**src/rtl/burst_req_if.sv**
```systemverilog
// Host <-> burst engine bus for burst_req_tx.
// master: host/test side (drives the command and the returned serial stream).
// slave : burst_req_tx.
interface burst_req_if #(
  parameter int LEN_W  = 4,
  parameter int ADDR_W = 16
);
  logic              start;
  logic              mode_sel_in;
  logic [LEN_W-1:0]  burst_len;
  logic [ADDR_W-1:0] start_addr;
  logic              en_out;
  logic              mode_sel_out;
  logic              len_sdo;
  logic              addr_sdo;
  logic              addr_sdi;
  logic              addr_sdi_valid;
  logic              busy;
  logic              done;
  logic              err;
  logic [LEN_W:0]    beat_cnt;
  logic [ADDR_W-1:0] last_addr;

  modport master (
    output start, mode_sel_in, burst_len, start_addr, addr_sdi, addr_sdi_valid,
    input  en_out, mode_sel_out, len_sdo, addr_sdo, busy, done, err, beat_cnt, last_addr
  );

  modport slave (
    input  start, mode_sel_in, burst_len, start_addr, addr_sdi, addr_sdi_valid,
    output en_out, mode_sel_out, len_sdo, addr_sdo, busy, done, err, beat_cnt, last_addr
  );
endinterface

```
**src/rtl/burst_req_tx.sv**
```systemverilog
// burst_req_tx: serialises a burst command (mode, length, start address) to the
// burst engine, then deserialises the returned address words and checks them
// against an incrementing sequence.
// Optional: define BURST_TX_TIMEOUT_EN to abort WAIT_BEAT after TIMEOUT_CYC
// idle cycles (err set, done pulses). Without it WAIT_BEAT waits forever.
module burst_req_tx #(
  parameter int LEN_W       = 4,
  parameter int ADDR_W      = 16,
  parameter int TIMEOUT_CYC = 1024
) (
  input  logic       clk,
  input  logic       rst,
  burst_req_if.slave bus
);
  localparam int CW = $clog2(ADDR_W);

  typedef enum logic [1:0] {IDLE, SHIFT, WAIT_BEAT, DONE} state_t;

  state_t            state_q, state_d;
  logic [ADDR_W-1:0] addr_sh_q, addr_sh_d;   // outgoing address, shifted right
  logic [LEN_W-1:0]  len_sh_q, len_sh_d;     // outgoing length, zero-fills
  logic [LEN_W:0]    eff_len_q, eff_len_d;
  logic [LEN_W:0]    beat_cnt_q, beat_cnt_d;
  logic [CW-1:0]     bit_cnt_q, bit_cnt_d;   // shared by SHIFT and receive
  logic [ADDR_W-1:0] rx_q, rx_d;
  logic [ADDR_W-1:0] exp_q, exp_d;
  logic [ADDR_W-1:0] last_q, last_d;
  logic              mode_q, mode_d;
  logic              err_q, err_d;
  logic [ADDR_W-1:0] rx_word;

`ifdef BURST_TX_TIMEOUT_EN
  localparam int TW = $clog2(TIMEOUT_CYC + 1);
  logic [TW-1:0] to_q, to_d;
`endif

  // Word as it will look once the current bit lands (LSB first => shift right)
  assign rx_word = {bus.addr_sdi, rx_q[ADDR_W-1:1]};

  // Next-state and datapath updates
  always_comb begin
    state_d    = state_q;
    addr_sh_d  = addr_sh_q;
    len_sh_d   = len_sh_q;
    eff_len_d  = eff_len_q;
    beat_cnt_d = beat_cnt_q;
    bit_cnt_d  = bit_cnt_q;
    rx_d       = rx_q;
    exp_d      = exp_q;
    last_d     = last_q;
    mode_d     = mode_q;
    err_d      = err_q;
`ifdef BURST_TX_TIMEOUT_EN
    to_d       = to_q;
`endif
    unique case (state_q)
      IDLE: begin
        if (bus.start) begin
          mode_d     = bus.mode_sel_in;
          addr_sh_d  = bus.start_addr;
          // Single mode sends a zero length field but still expects one word
          len_sh_d   = bus.mode_sel_in ? bus.burst_len : '0;
          eff_len_d  = bus.mode_sel_in ? {1'b0, bus.burst_len} : (LEN_W+1)'(1);
          err_d      = 1'b0;
          beat_cnt_d = '0;
          bit_cnt_d  = '0;
          rx_d       = '0;
          exp_d      = bus.start_addr;
          state_d    = SHIFT;
        end
      end
      SHIFT: begin
        addr_sh_d = addr_sh_q >> 1;
        len_sh_d  = len_sh_q >> 1;
        if (bit_cnt_q == CW'(ADDR_W-1)) begin
          bit_cnt_d = '0;
          state_d   = (eff_len_q == '0) ? DONE : WAIT_BEAT;
`ifdef BURST_TX_TIMEOUT_EN
          to_d      = '0;
`endif
        end else begin
          bit_cnt_d = bit_cnt_q + 1'b1;
        end
      end
      WAIT_BEAT: begin
        if (bus.addr_sdi_valid) begin
          rx_d = rx_word;
`ifdef BURST_TX_TIMEOUT_EN
          to_d = '0;
`endif
          if (bit_cnt_q == CW'(ADDR_W-1)) begin
            bit_cnt_d  = '0;
            last_d     = rx_word;
            beat_cnt_d = beat_cnt_q + 1'b1;
            exp_d      = exp_q + 1'b1;
            if (rx_word != exp_q) err_d = 1'b1;
            if ((beat_cnt_q + 1'b1) == eff_len_q) state_d = DONE;
          end else begin
            bit_cnt_d = bit_cnt_q + 1'b1;
          end
        end
`ifdef BURST_TX_TIMEOUT_EN
        else if (to_q == TW'(TIMEOUT_CYC-1)) begin
          err_d   = 1'b1;
          state_d = DONE;
        end else begin
          to_d = to_q + 1'b1;
        end
`endif
      end
      DONE:    state_d = IDLE;
      default: state_d = IDLE;
    endcase
  end

  // State and datapath registers; reset aborts any transaction
  always_ff @(posedge clk or posedge rst) begin
    if (rst) begin
      state_q    <= IDLE;
      addr_sh_q  <= '0;
      len_sh_q   <= '0;
      eff_len_q  <= '0;
      beat_cnt_q <= '0;
      bit_cnt_q  <= '0;
      rx_q       <= '0;
      exp_q      <= '0;
      last_q     <= '0;
      mode_q     <= 1'b0;
      err_q      <= 1'b0;
    end else begin
      state_q    <= state_d;
      addr_sh_q  <= addr_sh_d;
      len_sh_q   <= len_sh_d;
      eff_len_q  <= eff_len_d;
      beat_cnt_q <= beat_cnt_d;
      bit_cnt_q  <= bit_cnt_d;
      rx_q       <= rx_d;
      exp_q      <= exp_d;
      last_q     <= last_d;
      mode_q     <= mode_d;
      err_q      <= err_d;
    end
  end

`ifdef BURST_TX_TIMEOUT_EN
  // Idle-cycle counter for the WAIT_BEAT abort
  always_ff @(posedge clk or posedge rst) begin
    if (rst) to_q <= '0;
    else     to_q <= to_d;
  end
`endif

  assign bus.en_out       = (state_q == SHIFT) || (state_q == WAIT_BEAT);
  assign bus.addr_sdo     = (state_q == SHIFT) && addr_sh_q[0];
  assign bus.len_sdo      = (state_q == SHIFT) && len_sh_q[0];
  assign bus.busy         = (state_q != IDLE);
  assign bus.done         = (state_q == DONE);
  assign bus.mode_sel_out = mode_q;
  assign bus.err          = err_q;
  assign bus.beat_cnt     = beat_cnt_q;
  assign bus.last_addr    = last_q;
endmodule

```
**src/flat_wrapper.sv**
```systemverilog
// flat-port wrapper written by rule: the top's interface ports become plain ports
module burst_req_tx_flat 
#(
  parameter int LEN_W       = 4,
  parameter int ADDR_W      = 16,
  parameter int TIMEOUT_CYC = 1024
)
  (clk, rst, bus_start, bus_mode_sel_in, bus_burst_len, bus_start_addr, bus_addr_sdi, bus_addr_sdi_valid, bus_en_out, bus_mode_sel_out, bus_len_sdo, bus_addr_sdo, bus_busy, bus_done, bus_err, bus_beat_cnt, bus_last_addr);
  burst_req_if #(.LEN_W(LEN_W), .ADDR_W(ADDR_W)) bus_i ();
  input  logic clk;
  input  logic rst;
  input wire logic [$bits(bus_i.start)-1:0] bus_start;
  input wire logic [$bits(bus_i.mode_sel_in)-1:0] bus_mode_sel_in;
  input wire logic [$bits(bus_i.burst_len)-1:0] bus_burst_len;
  input wire logic [$bits(bus_i.start_addr)-1:0] bus_start_addr;
  input wire logic [$bits(bus_i.addr_sdi)-1:0] bus_addr_sdi;
  input wire logic [$bits(bus_i.addr_sdi_valid)-1:0] bus_addr_sdi_valid;
  output wire logic [$bits(bus_i.en_out)-1:0] bus_en_out;
  output wire logic [$bits(bus_i.mode_sel_out)-1:0] bus_mode_sel_out;
  output wire logic [$bits(bus_i.len_sdo)-1:0] bus_len_sdo;
  output wire logic [$bits(bus_i.addr_sdo)-1:0] bus_addr_sdo;
  output wire logic [$bits(bus_i.busy)-1:0] bus_busy;
  output wire logic [$bits(bus_i.done)-1:0] bus_done;
  output wire logic [$bits(bus_i.err)-1:0] bus_err;
  output wire logic [$bits(bus_i.beat_cnt)-1:0] bus_beat_cnt;
  output wire logic [$bits(bus_i.last_addr)-1:0] bus_last_addr;
  assign bus_i.start = bus_start;
  assign bus_i.mode_sel_in = bus_mode_sel_in;
  assign bus_i.burst_len = bus_burst_len;
  assign bus_i.start_addr = bus_start_addr;
  assign bus_i.addr_sdi = bus_addr_sdi;
  assign bus_i.addr_sdi_valid = bus_addr_sdi_valid;
  assign bus_en_out = bus_i.en_out;
  assign bus_mode_sel_out = bus_i.mode_sel_out;
  assign bus_len_sdo = bus_i.len_sdo;
  assign bus_addr_sdo = bus_i.addr_sdo;
  assign bus_busy = bus_i.busy;
  assign bus_done = bus_i.done;
  assign bus_err = bus_i.err;
  assign bus_beat_cnt = bus_i.beat_cnt;
  assign bus_last_addr = bus_i.last_addr;
  burst_req_tx #(.LEN_W(LEN_W), .ADDR_W(ADDR_W), .TIMEOUT_CYC(TIMEOUT_CYC)) u_core (.clk(clk), .rst(rst), .bus(bus_i));
endmodule
```
**config.mk**
```make
export PLATFORM = sky130hd
export DESIGN_NAME = burst_req_tx_flat
export DESIGN_NICKNAME = d
export VERILOG_FILES = /design/src/rtl/burst_req_if.sv /design/src/rtl/burst_req_tx.sv /design/src/flat_wrapper.sv
export SDC_FILE = /design/constraint.sdc
export NUM_CORES = 1
export LEC_CHECK = 0
export ABC_CLOCK_PERIOD_IN_PS = 3310
export BUFFER_PORTS_ARGS = -buffer_cell sky130_fd_sc_hd__buf_2
export CAP_MARGIN = 20
export CORE_MARGIN = 4
export CORE_UTILIZATION = 34
export CTS_CLUSTER_DIAMETER = 80
export DETAILED_ROUTE_END_ITERATION = 10
export SLEW_MARGIN = 25
export SYNTH_ARGS = -nofsm -noshare
export SYNTH_HDL_FRONTEND = slang
export SYNTH_SLANG_ARGS = --single-unit
```
**constraint.sdc**
```tcl
create_clock -name clk -period 3.31 [get_ports clk]
set_input_delay 0.1655 -clock clk [delete_from_list [all_inputs] [get_ports clk]]
set_output_delay 0.1655 -clock clk [all_outputs]
set_load 0.01 [all_outputs]
```
## After elaboration in Yosys (flattened, before gate mapping)

Index checks and enable logic that the tools add are counted.
W data, S select, Z words.

- Bits in registers: 86
- Input port bits: 26
- Output and inout port bits: 28
- Word-level logic and storage cells: 75

- Add/subtract/negate cells: 3
- Equality and inequality tests: 12
- Muxes and demuxes: 32
- Reductions and logical operators: 17

Operators with widths:

| cell | count |
|---|---|
| $pmux W16 S2 | 3 |
| $mux W16 | 5 |
| $mux W4 | 6 |
| $add A16 B1 Y16 const B | 1 |
| $ne A16 B16 Y1 | 1 |
| $mux W5 | 3 |
| $pmux W4 S3 | 1 |
| $mux W2 | 5 |
| $pmux W5 S2 | 1 |
| $reduce_and A5 Y1 | 2 |
| $reduce_and A3 Y1 | 3 |
| $ne A2 B1 Y1 const B | 4 |
| $pmux W2 S4 | 1 |
| $pmux W4 S2 | 1 |
| $reduce_bool A2 Y1 | 3 |
| $add A5 B1 Y5 const B | 1 |
| $eq A5 B5 Y1 | 1 |
| $logic_not A5 Y1 | 1 |
| $mux W1 | 5 |
| $add A4 B1 Y4 const B | 1 |
| $eq A2 B2 Y1 const B | 2 |
| $eq A4 B4 Y1 const B | 1 |
| $ne A2 B2 Y1 const B | 2 |
| $reduce_and A2 Y1 | 2 |
| 7 further kinds | 8 |

## Longest topological paths before layout

Gate-level depths: netlist of the first run.

- Depth after elaboration: 6
- Depth in mapped cells: 9
- Gate-level depth less buffers: 7

## Worst setup path after synthesis of the first run

No wires, ideal clock.

- Path type: flip-flop to flip-flop
- From: reg u_core.state_q[0]
- To: reg u_core.rx_q[10]
- Setup time: 121 ps
- Data arrival time: 1915 ps
- Data required time: 3189 ps
- Setup slack: 1274 ps
- Stages on the path, launching flop included: 9
- Buffers on the path: 3
- Clock period less this slack: 2036 ps
- Cell sequence: dfrtp_1 inv_1 ha_1 nor2b_1 buf_2 or3_4 buf_2 buf_2 a22o_1

- Word-level cells in the longest chain between the ends: 3

RTL lines:

| element | line | source |
|---|---|---|
| from (decl) | burst_req_tx.sv:19 | `state_t state_q, state_d;` |
| from (signal assigned) | burst_req_tx.sv:131 | `state_q <= state_d;` |
| $eq A2 B2 Y1 or $logic_not A2 Y1 (tied branches) | burst_req_tx.sv:56 | `unique case (state_q)` |
| $ne A2 B2 Y1 (no line) or $reduce_bool A2 Y1 (tied branches) | -- |  |
| $reduce_and A3 Y1 (no line) | -- |  |
| to (signal assigned) | burst_req_tx.sv:137 | `rx_q <= rx_d;` |
| to (decl) | burst_req_tx.sv:25 | `logic [ADDR_W-1:0] rx_q, rx_d;` |

Several ways; a longest one is shown, not always the timed one.
A chain may end at the register's enable or synchronous reset.

## Worst setup path after layout of the first run

- From: reg u_core.state_q[0]
- To: reg u_core.exp_q[12]

- Word-level cells in the longest chain between the ends: 3

RTL lines:

| element | line | source |
|---|---|---|
| $eq A2 B2 Y1 or $logic_not A2 Y1 (tied branches) | burst_req_tx.sv:56 |  |
| $ne A2 B1 Y1 (no line), or another cell as far along | -- |  |
| $reduce_and A4 Y1 (no line) | -- |  |
| to (signal assigned) | burst_req_tx.sv:138 | `exp_q <= exp_d;` |
| to (decl) | burst_req_tx.sv:26 | `logic [ADDR_W-1:0] exp_q, exp_d;` |

Several ways; a longest one is shown, not always the timed one.

==> impl_table.tex, run 1 <==
\begin{tabular}{lr}
\hline
Metric & Value \\
\hline
\multicolumn{2}{l}{\textbf{Status}} \\
Outcome & complete, but fails checks \\
Violations in the final reports & negative hold slack \\
\multicolumn{2}{l}{\textbf{Clock network}} \\
Resized cells post-CTS & 0 \\
\# hold bufs at CTS & 0 \\
Clock input transition at the sequential cells of the worst setup and hold paths & roughly 60 ps \\
H-tree Lvls & 3 \\
Clk sink count & 84 \\
Insertion delay of the later-clocked pin in the worst-skew pair & around 340 ps \\
Post-CTS repair timing setup buffer count & 0 \\
Clock tree from TritonCTS & yes \\
Root Buffer & clkbuf\_16 \\
Total clock buffers created by CTS & 9 \\
Clock tree buffer depth & 2 \\
\multicolumn{2}{l}{\textbf{Final layout}} \\
Ant diodes & 0 \\
Leading cell types in the layout, fill and taps excluded & dfrtp\_1 (84), buf\_2 (53), nand2\_1 (45) \\
FILL cells & approximately 1200 \\
Most common library cell in the layout ignoring fill and taps & dfrtp\_1 \\
Fraction of layout instances using a drive strength above 1 & 22.5\% \\
Final core utilization & 40.6\% \\
Area used by multi-input combinational logic & 0.00201 mm\^{}2 \\
Area overhead of the layout relative to synthesis & 15.6\% \\
Footprint of the flip-flops and latches & roughly 0.0021 mm\^{}2 \\
Post-layout net count & around 500 \\
\multicolumn{2}{l}{\textbf{Setup path}} \\
Cells along the critical path & inv\_1, ha\_1, nor2b\_1, nor3\_2, nand2\_1, a21oi\_1, a2bb2oi\_1 \\
CP max stage cell & nor3\_2 \\
Source of the worst register-to-register timing path & u\_core.state\_q[0] \\
Combined buffer and inverter count along the critical path & 1 \\
Cell family with the largest share of critical-path delay & simple AND/OR/NAND/NOR gates \\
R2R Path End & u\_core.exp\_q[12] \\
Critical path data required time & 3560 ps \\
Arrival time at the worst endpoint & 3050 ps \\
Stages on worst setup path & 7 \\
Critical path peak fanout & 14 \\
Launching element of the worst setup path & u\_core.state\_q[0] \\
CP Launch Type & flip-flop \\
Slowest cell delay on critical path & 710 ps \\
Worst setup path endpoint & u\_core.exp\_q[12] \\
Worst R2R Path Depth & 7 \\
Path type of the worst setup path & reg2reg \\
Register-to-register path setup slack & 510 ps \\
CP Capture Type & flip-flop \\
\multicolumn{2}{l}{\textbf{Detailed routing}} \\
Met2 WL & 4510 um \\
Number of optimization iterations in the first detailed-route pass & 4 \\
Detailed-route via count & 3244 \\
Count of routing violations after the opening detailed-route iteration & 123 \\
Overall routed net length & 9540 um \\
Count of unresolved DRC violations after routing & 0 \\
Routed WL per cell & about 15 um \\
Sum of met3 wire segment lengths after detailed routing & 488 um \\
Routed metal-1 wire length & around 4400 um \\
Routed Antenna Nets & 0 \\
Routed vias/inst & between 5 and 6 \\
Max layer used & met4 \\
\multicolumn{2}{l}{\textbf{Power}} \\
Worst supply voltage drop on vdd & about 0.28 mV \\
Static leakage & approximately 2.3 nW \\
Power dissipated by switching net loads & 0.00164 W \\
Net switching fraction of the power & 40.0\% \\
Logic pwr share & 38.6\% \\
Share of power burned in registers & between 30\% and 40\% \\
Power density cells & roughly 830 mW/mm\^{}2 \\
Cell internal pwr & approximately 0.0025 W \\
Power share of the clock group & 21.4\% \\
\multicolumn{2}{l}{\textbf{Logic synthesis}} \\
Fraction of synthesized cell area in xor and xnor cells & 4.53\% \\
Synthesized flop and latch total & 84 \\
Fraction of registers with async set/reset & 100\% \\
Multiplexer fraction of the synthesized cell area & 9.45\% \\
Number of instances in the synthesized netlist & $\sim$420 \\
Dominant synthesized flop cell & dfrtp\_1 \\
Synthesized cell area & 0.00425 mm\^{}2 \\
Yosys cell types & 51 \\
Main combinational cell family by area after synthesis & simple AND/OR/NAND/NOR gates \\
Post-Syn Area per Cell & 10.2 um\^{}2 \\
Register area share after synthesis & about half \\
Synthesized net count & 451 \\
Number of synthesized flops with an enable pin & 0 \\
Yosys warning count & 0 \\
Compound-Gate Fraction of Synth Area & 15.4\% \\
Area fraction in and, or, nand and nor cells after synthesis & 15.7\% \\
Post-synthesis share of cell area spent on full adders, half adders and majority gates & 2.06\% \\
\multicolumn{2}{l}{\textbf{Global routing}} \\
Global-route wire length before repair & between 15000 and 20000 um \\
Pin count of the biggest net entering global routing & 61 \\
Number of global-route vias before repair & between 3000 and 4000 \\
GRT Residual Overflow & 0 \\
Antenna violations before repair & 0 \\
Combined global-route utilization of all metal layers & 13.8\% \\
\multicolumn{2}{l}{\textbf{Timing}} \\
Setup clock skew after layout & 7.74 ps \\
Slew of the pin with the lowest slew margin & between 700 and 800 ps \\
Share of the clock period used by the worst path after layout & between 80\% and 90\% \\
Final hold slack & -49.2 ps \\
Worst max-slew margin expressed relative to the limit & 46.4\% \\
Final min period & between 2000 and 3000 ps \\
Final-report max-slew violation count & 0 \\
Maximum clock frequency & 357 MHz \\
Setup repair after global routing missed its margin & no \\
Setup violation total in the final timing report & 0 \\
Number of hold violations in the final report & 51 \\
Final setup TNS & 0 ps \\
\multicolumn{2}{l}{\textbf{Floorplanning}} \\
IO Pins & 54 \\
Initial cell density of the core & 35.1\% \\
Area of the core region & approximately 0.012 mm\^{}2 \\
Chip height & 120 um \\
Floorplan die area & 0.0144 mm\^{}2 \\
Overall die width & around 120 um \\
Number of cell rows & 40 \\
\multicolumn{2}{l}{\textbf{Hold path}} \\
Class of the tightest hold or removal check & in2async \\
\multicolumn{2}{l}{\textbf{Place}} \\
HPWL Detailed & 6880 um \\
Number of port buffers & 53 \\
RePlAce Congestion & roughly 0.85 \\
\multicolumn{2}{l}{\textbf{Run}} \\
Number of violations of the max-capacitance limit & 0 \\
\hline
\end{tabular}
==> worst min-delay path by stage <==
stage	startpoint	endpoint	slack [ps]
6_report	rst	u_core.addr_sh_q[4]	-50
5_1_grt	rst	u_core.addr_sh_q[4]	30
4_1_cts	rst	u_core.addr_sh_q[5]	90
3_5_place_dp	rst	u_core.addr_sh_q[5]	450
3_3_place_gp	rst	u_core.addr_sh_q[5]	430
2_1_floorplan	bus_addr_sdi	u_core.rx_q[15]	300
==> cells in the mapped netlist, types with 2 or more instances <==
library cell / number / share of area (%)
a21oi_1: 19 / 2.2
a22o_1: 15 / 3.1
a2bb2oi_1: 5 / 1.0
and2_1: 4 / 0.59
and3_1: 5 / 0.74
buf_1: 3 / 0.26
buf_2: 12 / 1.4
clkbuf_1: 10 / 0.88
dfrtp_1: 84 / 49
ha_1: 7 / 2.1
inv_1: 9 / 0.79
mux2_2: 16 / 4.2
mux2i_1: 21 / 4.9
nand2_1: 45 / 4.0
nand3_1: 20 / 2.4
nand3_2: 2 / 0.47
nand4_1: 5 / 0.74
nor2_1: 22 / 1.9
nor2b_1: 4 / 0.59
nor3_1: 3 / 0.35
nor3_2: 2 / 0.47
nor4_1: 5 / 0.74
o21ai_0: 40 / 4.7
o21ai_1: 3 / 0.35
o221a_2: 3 / 0.79
o22ai_1: 8 / 1.2
or3_1: 2 / 0.29
xnor2_1: 2 / 0.41
xor2_1: 20 / 4.1
==> cell families (layout without fill, tap and decap cells) <==
family	after synthesis	count (layout)
AOI/OAI and AO/OA	103	103
xor gates and xnor gates	22	22
adders and majority gates	7	7
buffers and inverters	34	82
DFF	84	84
muxes	38	38
and+or+nand+nor	130	130
==> layer usage <==
metal	GRT usage [%]	vias up
met5	0	-
met4	4.87	0
met3	4.10	13
met2	21.8	64
met1	18.0	1587
li1	-	1580
==> final cells by class <==
type,count,area share [%]
clock inverter,3,0.305
tap,168,4.28
inverter,9,0.738
multi-input combinational,300,40.9
timing repair buffer,58,6.16
sequential,84,42.8
clock buffer,12,4.81
==> power by group through the flow <==
stage | sequential (W) | clock [W] | combinational (W)
finish | 0.00164 | 0.000879 | 0.00158
global route | 0.00168 | 0.000943 | 0.00183
CTS | 0.00163 | 0.000901 | 0.00160
detailed placement | 0.00165 | 0 | 0.00160
global placement | 0.00164 | 0 | 0.00155
floorplan | 0.00152 | 0 | 0.00135
==> sequential cells by signal, summed over array words and instances, names as in the netlist, 2 cells and up <==
name,count
u_core.bit_cnt_q,4
u_core.bus.last_addr,16
u_core.rx_q,15
u_core.addr_sh_q,16
u_core.bus.beat_cnt,5
u_core.exp_q,16
u_core.eff_len_q,4
u_core.state_q,2
u_core.len_sh_q,4
==> stage by stage <==
| stage | setup WS, ps | total power, W | std cells | area [um^2] |
|---|---|---|---|---|
| 6_report | 508 | 0.00410 | 634 | 4910 |
| 5_1_grt | 223 | 0.00445 | 634 | 4910 |
| 4_1_cts | 521 | 0.00414 | 634 | 4910 |
| 3_5_place_dp | 553 | 0.00325 | 619 | 4660 |
| 3_3_place_gp | 698 | 0.00319 | 619 | 4660 |
| 2_1_floorplan | 979 | 0.00287 | 418 | 4250 |
==> worst reg2reg max path: stages (launching register included) <==
cell and delay [ps]:
dfrtp_1 380, inv_1 100, ha_1 270, nor2b_1 260
nor3_2 710, nand2_1 530, a21oi_1 260, a2bb2oi_1 190
Note: power is estimated with default switching activity, not from simulation.
==> run 2, diff against run 1 <==
--- a/config.mk
+++ b/config.mk
@@ -5,7 +5,7 @@
 export SDC_FILE = /design/constraint.sdc
 export NUM_CORES = 1
 export LEC_CHECK = 0
-export ABC_CLOCK_PERIOD_IN_PS = 3310
+export ABC_CLOCK_PERIOD_IN_PS = 2900
 export BUFFER_PORTS_ARGS = -buffer_cell sky130_fd_sc_hd__buf_2
 export CAP_MARGIN = 20
 export CORE_MARGIN = 4
==> constraint.sdc (replaced) <==
create_clock -name clk -period 2.9 [get_ports clk]
set_input_delay 0.145 -clock clk [delete_from_list [all_inputs] [get_ports clk]]
set_output_delay 0.145 -clock clk [all_outputs]
set_load 0.01 [all_outputs]
==> run 2 against run 1 <==
The run now ends clean. Die area unchanged. Critical path type unchanged. Critical path depth shrank 1. Total power is 19% higher. Largest cell class unchanged. Via count increased by 0.15%. Worst hold slack improved by 120 ps. Clock power up 33%. First-iteration DRC count rose by 48%.
==> impl_table.tex, run 2 (synthesized netlist as in run 1, its figures left out) <==
\begin{tabular}{lr}
\hline
Metric & Value \\
\hline
\multicolumn{2}{l}{\textbf{Detailed routing}} \\
Routed WL per cell & approximately 15 um \\
Detailed-route via count & 3249 \\
Number of optimization iterations in the first detailed-route pass & 4 \\
Overall routed net length & $\sim$9700 um \\
Count of routing violations after the opening detailed-route iteration & 182 \\
Count of unresolved DRC violations after routing & 0 \\
Routed Antenna Nets & 0 \\
Routed vias/inst & 5.08 \\
\multicolumn{2}{l}{\textbf{Hold path}} \\
Class of the tightest hold or removal check & in2reg \\
\multicolumn{2}{l}{\textbf{Timing}} \\
Setup repair after global routing missed its margin & no \\
Maximum clock frequency & between 400 and 500 MHz \\
Share of the clock period used by the worst path after layout & 79.6\% \\
Final hold slack & 72.5 ps \\
Final-report max-slew violation count & 0 \\
Setup violation total in the final timing report & 0 \\
Setup clock skew after layout & 6.10 ps \\
Final min period & 2310 ps \\
Final setup TNS & 0 ps \\
Slew of the pin with the lowest slew margin & 908 ps \\
Number of hold violations in the final report & 0 \\
Post-layout worst setup margin & 592 ps \\
Worst max-slew margin expressed relative to the limit & 39.3\% \\
\multicolumn{2}{l}{\textbf{Clock network}} \\
Clock tree buffer depth & 2 \\
Root Buffer & clkbuf\_16 \\
Post-CTS repair timing setup buffer count & 0 \\
Clock tree from TritonCTS & yes \\
Insertion delay of the later-clocked pin in the worst-skew pair & 340 ps \\
Total clock buffers created by CTS & 9 \\
H-tree Lvls & 3 \\
Clk sink count & 84 \\
Clock input transition at the sequential cells of the worst setup and hold paths & 60 ps \\
\multicolumn{2}{l}{\textbf{Setup path}} \\
Critical path data required time & 3170 ps \\
CP Launch Type & flip-flop \\
Critical path peak fanout & 34 \\
CP Capture Type & flip-flop \\
Path type of the worst setup path & reg2reg \\
Arrival time at the worst endpoint & 2580 ps \\
\multicolumn{2}{l}{\textbf{Place}} \\
Placement-stage worst setup slack & 615 ps \\
RePlAce Congestion & 0.847 \\
Number of port buffers & 53 \\
Number of placed instances with taps included & 623 \\
HPWL Detailed & just over 7000 um \\
\multicolumn{2}{l}{\textbf{Global routing}} \\
Number of global-route vias before repair & 3218 \\
Pin count of the biggest net entering global routing & 51 \\
Antenna violations before repair & 0 \\
Global-route wire length before repair & $\sim$16000 um \\
Combined global-route utilization of all metal layers & 14.2\% \\
GRT Residual Overflow & 0 \\
\multicolumn{2}{l}{\textbf{Power}} \\
Share of power burned in registers & a little under two fifths \\
Power density cells & slightly below 1000 mW/mm\^{}2 \\
Power dissipated by switching net loads & 0.00191 W \\
Static leakage & 2.36 nW \\
Power share of the clock group & 24.0\% \\
Net switching fraction of the power & 39.2\% \\
Total power of the final layout & between 0.004 and 0.005 W \\
Worst supply voltage drop on vdd & 0.367 mV \\
Cell internal pwr & 0.00297 W \\
Logic pwr share & 37.8\% \\
\multicolumn{2}{l}{\textbf{Floorplanning}} \\
Chip height & approximately 120 um \\
IO Pins & 54 \\
Number of cell rows & 40 \\
Area of the core region & between 0.01 and 0.015 mm\^{}2 \\
Floorplan die area & 0.0144 mm\^{}2 \\
Initial cell density of the core & between 30\% and 40\% \\
Overall die width & 120 um \\
\multicolumn{2}{l}{\textbf{Final layout}} \\
Fraction of layout instances using a drive strength above 1 & between 20\% and 30\% \\
Non-filler cells in the finished layout & 640 \\
Post-layout net count & 500 \\
Area overhead of the layout relative to synthesis & 17.7\% \\
Leading cell types in the layout, fill and taps excluded & dfrtp\_1 (84), buf\_2 (53), nand2\_1 (45) \\
Most common library cell in the layout ignoring fill and taps & dfrtp\_1 \\
Ant diodes & 0 \\
\multicolumn{2}{l}{\textbf{Status}} \\
Outcome & finished, final reports clean \\
\multicolumn{2}{l}{\textbf{Run}} \\
Number of violations of the max-capacitance limit & 0 \\
\hline
\end{tabular}
-- run 2: cell types whose count changed in the layout (fill, tap and decap cells not counted), sizes merged --
cell         previous run  this run
buf                    58        62
bufinv                  0         1
clkbuf                 12        11
clkinv                  3         5
dlygate4sd3             0         1
inv                     9         8
-- run 2: repair_timing --
action / in CTS / in global routing
endpoints found under the setup margin: 0 / 0
gates resized for setup: 0 / 0
hold endpoints to repair: 48 / 0
hold buffers: 1 / 0
-- run 2: layer usage --
layer	track usage, %	wire length, um	vias to the layer above
li1	-	-	1607
met4	6.87	259	0
met5	0	0	-
met1	18.9	4600	1552
met2	22.0	4460	69
met3	3.25	395	21
-- run 2: power by group through the flow --
stage                     Clock (W)  Sequential, W  Combinational [W]
after CTS                   0.00120        0.00186            0.00186
after floorplan                   0        0.00173            0.00154
after detailed placement          0        0.00188            0.00185
after global placement            0        0.00187            0.00179
after global routing        0.00124        0.00191            0.00209
final                       0.00117        0.00186            0.00184
-- run 2: worst max-delay path, stage by stage (launching register included) --
cell and delay [ps]:
dfrtp_1 400, inv_1 140, ha_1 240, buf_4 350, nand2_1 160, nor2_1 710, a22o_1 240
-- run 2: area by class of cell --
class	count	area, um^2
multi-input combinational	300	2010
tap	168	210
timing repair buffer	63	343
sequential	84	2100
clock inverter	5	50.0
clock buffer	11	253
inverter	9	35.0
fill	1218	7110
-- run 2: per-stage QoR --
stage | instance area (um^2) | util (%)
after floorplan | 4250 | -
after global placement | 4690 | 38.7
after detailed placement | 4690 | 38.7
after CTS | 5000 | 41.3
after global routing | 5000 | 41.3
final | 5000 | 41.3
-- run 2: final timing paths --
path                            cells past startpoint  slack (ps)                 start                endpoint
min in group asynchronous                           3         490                   rst     u_core.addr_sh_q[6]
worst max register to register                      6         590     u_core.state_q[0]          u_core.rx_q[6]
max in group asynchronous                           4        1640                   rst  u_core.bus.beat_cnt[2]
worst max-delay path                                6         590     u_core.state_q[0]          u_core.rx_q[6]
worst min-delay path                                2          70          bus_addr_sdi         u_core.rx_q[15]
worst min register to register                      2         480  u_core.addr_sh_q[12]    u_core.addr_sh_q[12]
==> run 3, diff against run 2 <==
--- a/config.mk
+++ b/config.mk
@@ -5,7 +5,7 @@
 export SDC_FILE = /design/constraint.sdc
 export NUM_CORES = 1
 export LEC_CHECK = 0
-export ABC_CLOCK_PERIOD_IN_PS = 2900
+export ABC_CLOCK_PERIOD_IN_PS = 2400
 export BUFFER_PORTS_ARGS = -buffer_cell sky130_fd_sc_hd__buf_2
 export CAP_MARGIN = 20
 export CORE_MARGIN = 4
==> constraint.sdc (replaced) <==
create_clock -name clk -period 2.4 [get_ports clk]
set_input_delay 0.12 -clock clk [delete_from_list [all_inputs] [get_ports clk]]
set_output_delay 0.12 -clock clk [all_outputs]
set_load 0.01 [all_outputs]
==> run 3 against run 2 <==
Via count up 0.71%. Sequential power is 22% higher. Routed wire length is 1.9% lower. Cell count fell by 0.16%. Clock power is 38% higher. Sequential cell count unchanged. Non-clock buffer count shrank 1. Clock skew grew 2.8 ps. Utilization increased by 0.48 points. Critical path depth did not move. Register-to-register slack got worse by 380 ps. Final area increased by 1.2%.
==> impl_table.tex, run 3 (synthesized netlist as in run 1, its figures left out) <==
\begin{tabular}{lr}
\hline
Metric & Value \\
\hline
\multicolumn{2}{l}{\textbf{Setup path}} \\
Arrival time at the worst endpoint & 2460 ps \\
Combined buffer and inverter count along the critical path & 1 \\
Critical path data required time & 2670 ps \\
Cell family with the largest share of critical-path delay & simple AND/OR/NAND/NOR gates \\
CP Capture Type & flip-flop \\
Register-to-register path setup slack & around 210 ps \\
Cells along the critical path & inv\_1, ha\_1, nor2b\_2, or3\_4, or4b\_1, nand3\_1 \\
CP Launch Type & flip-flop \\
Critical path peak fanout & 21 \\
Path type of the worst setup path & reg2reg \\
CP max stage cell & or4b\_1 \\
Slowest cell delay on critical path & approximately 530 ps \\
\multicolumn{2}{l}{\textbf{Final layout}} \\
Non-filler cells in the finished layout & between 600 and 700 \\
Fraction of layout instances using a drive strength above 1 & a little under a quarter \\
Leading cell types in the layout, fill and taps excluded & dfrtp\_1 (84), buf\_2 (53), nand2\_1 (45) \\
Area overhead of the layout relative to synthesis & 19.0\% \\
Final non-filler cell area & 0.00506 mm\^{}2 \\
Most common library cell in the layout ignoring fill and taps & dfrtp\_1 \\
Post-layout net count & 499 \\
FILL cells & 1196 \\
Ant diodes & 0 \\
\multicolumn{2}{l}{\textbf{Timing}} \\
Final hold slack & 60.7 ps \\
Setup clock skew after layout & just under 9 ps \\
Setup repair after global routing missed its margin & no \\
Worst max-slew margin expressed relative to the limit & 50.3\% \\
Share of the clock period used by the worst path after layout & 91.3\% \\
Number of hold violations in the final report & 0 \\
Setup violation total in the final timing report & 0 \\
Final setup TNS & 0 ps \\
Maximum clock frequency & 456 MHz \\
Final-report max-slew violation count & 0 \\
Final min period & 2190 ps \\
Slew of the pin with the lowest slew margin & approximately 740 ps \\
\multicolumn{2}{l}{\textbf{Floorplanning}} \\
Area of the core region & 0.0121 mm\^{}2 \\
Floorplan die area & between 0.01 and 0.015 mm\^{}2 \\
Chip height & 120 um \\
Overall die width & 120 um \\
Initial cell density of the core & 35.1\% \\
Number of cell rows & 40 \\
IO Pins & 54 \\
\multicolumn{2}{l}{\textbf{Place}} \\
Number of port buffers & between 50 and 60 \\
RePlAce Congestion & 0.874 \\
Standard cell area after detailed placement & 0.00469 mm\^{}2 \\
Number of placed instances with taps included & 622 \\
HPWL Detailed & approximately 7000 um \\
\multicolumn{2}{l}{\textbf{Clock network}} \\
Total clock buffers created by CTS & 9 \\
Clock tree from TritonCTS & yes \\
H-tree Lvls & 3 \\
Clk sink count & 84 \\
Clock input transition at the sequential cells of the worst setup and hold paths & 60 ps \\
Clock tree buffer depth & 2 \\
Root Buffer & clkbuf\_16 \\
Insertion delay of the later-clocked pin in the worst-skew pair & 340 ps \\
\multicolumn{2}{l}{\textbf{Power}} \\
Share of power burned in registers & between 30\% and 40\% \\
Power dissipated by switching net loads & approximately 0.0023 W \\
Total power of the final layout & slightly above 0.006 W \\
Cell internal pwr & between 0.003 and 0.004 W \\
Static leakage & 2.38 nW \\
Power density cells & 1200 mW/mm\^{}2 \\
Power share of the clock group & 26.4\% \\
Logic pwr share & 36.5\% \\
Worst supply voltage drop on vdd & approximately 0.46 mV \\
Net switching fraction of the power & 37.9\% \\
\multicolumn{2}{l}{\textbf{Detailed routing}} \\
Routed vias/inst & 5.12 \\
Overall routed net length & roughly 9500 um \\
Detailed-route via count & $\sim$3300 \\
Routed WL per cell & 14.9 um \\
Count of unresolved DRC violations after routing & 0 \\
Number of optimization iterations in the first detailed-route pass & 4 \\
Count of routing violations after the opening detailed-route iteration & $\sim$190 \\
Routed Antenna Nets & 0 \\
\multicolumn{2}{l}{\textbf{Hold path}} \\
Class of the tightest hold or removal check & in2reg \\
\multicolumn{2}{l}{\textbf{Global routing}} \\
Antenna violations before repair & 0 \\
Combined global-route utilization of all metal layers & about 14\% \\
GRT Residual Overflow & 0 \\
Pin count of the biggest net entering global routing & 45 \\
Global-route wire length before repair & 16400 um \\
Number of global-route vias before repair & 3300 \\
\multicolumn{2}{l}{\textbf{Run}} \\
Number of violations of the max-capacitance limit & 0 \\
\multicolumn{2}{l}{\textbf{Status}} \\
Outcome & finished, final reports clean \\
\hline
\end{tabular}
run 3: layout make-up:
cell class / count / area, um^2 / area share (%)
clock buffers: 10 / 239 / 4.72
clock inverters: 6 / 111 / 2.20
inverters: 9 / 35.0 / 0.692
multi-input cells: 300 / 2010 / 39.8
flip-flops and latches: 84 / 2100 / 41.5
well taps: 168 / 210 / 4.15
repair buffers: 62 / 348 / 6.87
run 3: final timing paths:
kind,start,endpoint,depth (start not counted)
min in group asynchronous,rst,u_core.addr_sh_q[3],3
min reg2reg,u_core.addr_sh_q[12],u_core.addr_sh_q[12],2
max in group asynchronous,rst,u_core.rx_q[12],4
max reg2reg,u_core.state_q[0],u_core.exp_q[15],6
min,bus_addr_sdi,u_core.rx_q[15],2
max,u_core.state_q[0],u_core.exp_q[15],6
run 3: routing by layer:
metal / global-route usage, % / vias to the layer above / routed length (um)
li1: - / 1600 / -
met1: 18.4 / 1594 / 4300
met2: 22.9 / 62 / 4560
met3: 3.25 / 16 / 476
met4: 5.51 / 0 / 200
met5: 0 / - / 0
run 3: power groups by stage:
stage	clock network, W	registers [W]	logic, W
after floorplan	0	0.00209	0.00187
after global placement	0	0.00226	0.00217
after detailed placement	0	0.00228	0.00223
after CTS	0.00164	0.00225	0.00224
after global routing	0.00170	0.00231	0.00255
final	0.00161	0.00226	0.00222
run 3: per-stage QoR:
| step | setup WS, ps | utilization [%] |
|---|---|---|
| floorplan | 115 | - |
| global placement | 284 | 38.8 |
| detailed placement | 199 | 38.8 |
| CTS | 182 | 41.7 |
| global route | 64.6 | 41.8 |
| finish | 208 | 41.8 |
run 3: repair_timing:
item / CTS / global route
buffers inserted: 0 / 0
resized for setup: 0 / 1
endpoints found under the hold margin: 40 / 0
setup endpoints to repair: 0 / 8
hold buffers: 1 / 0
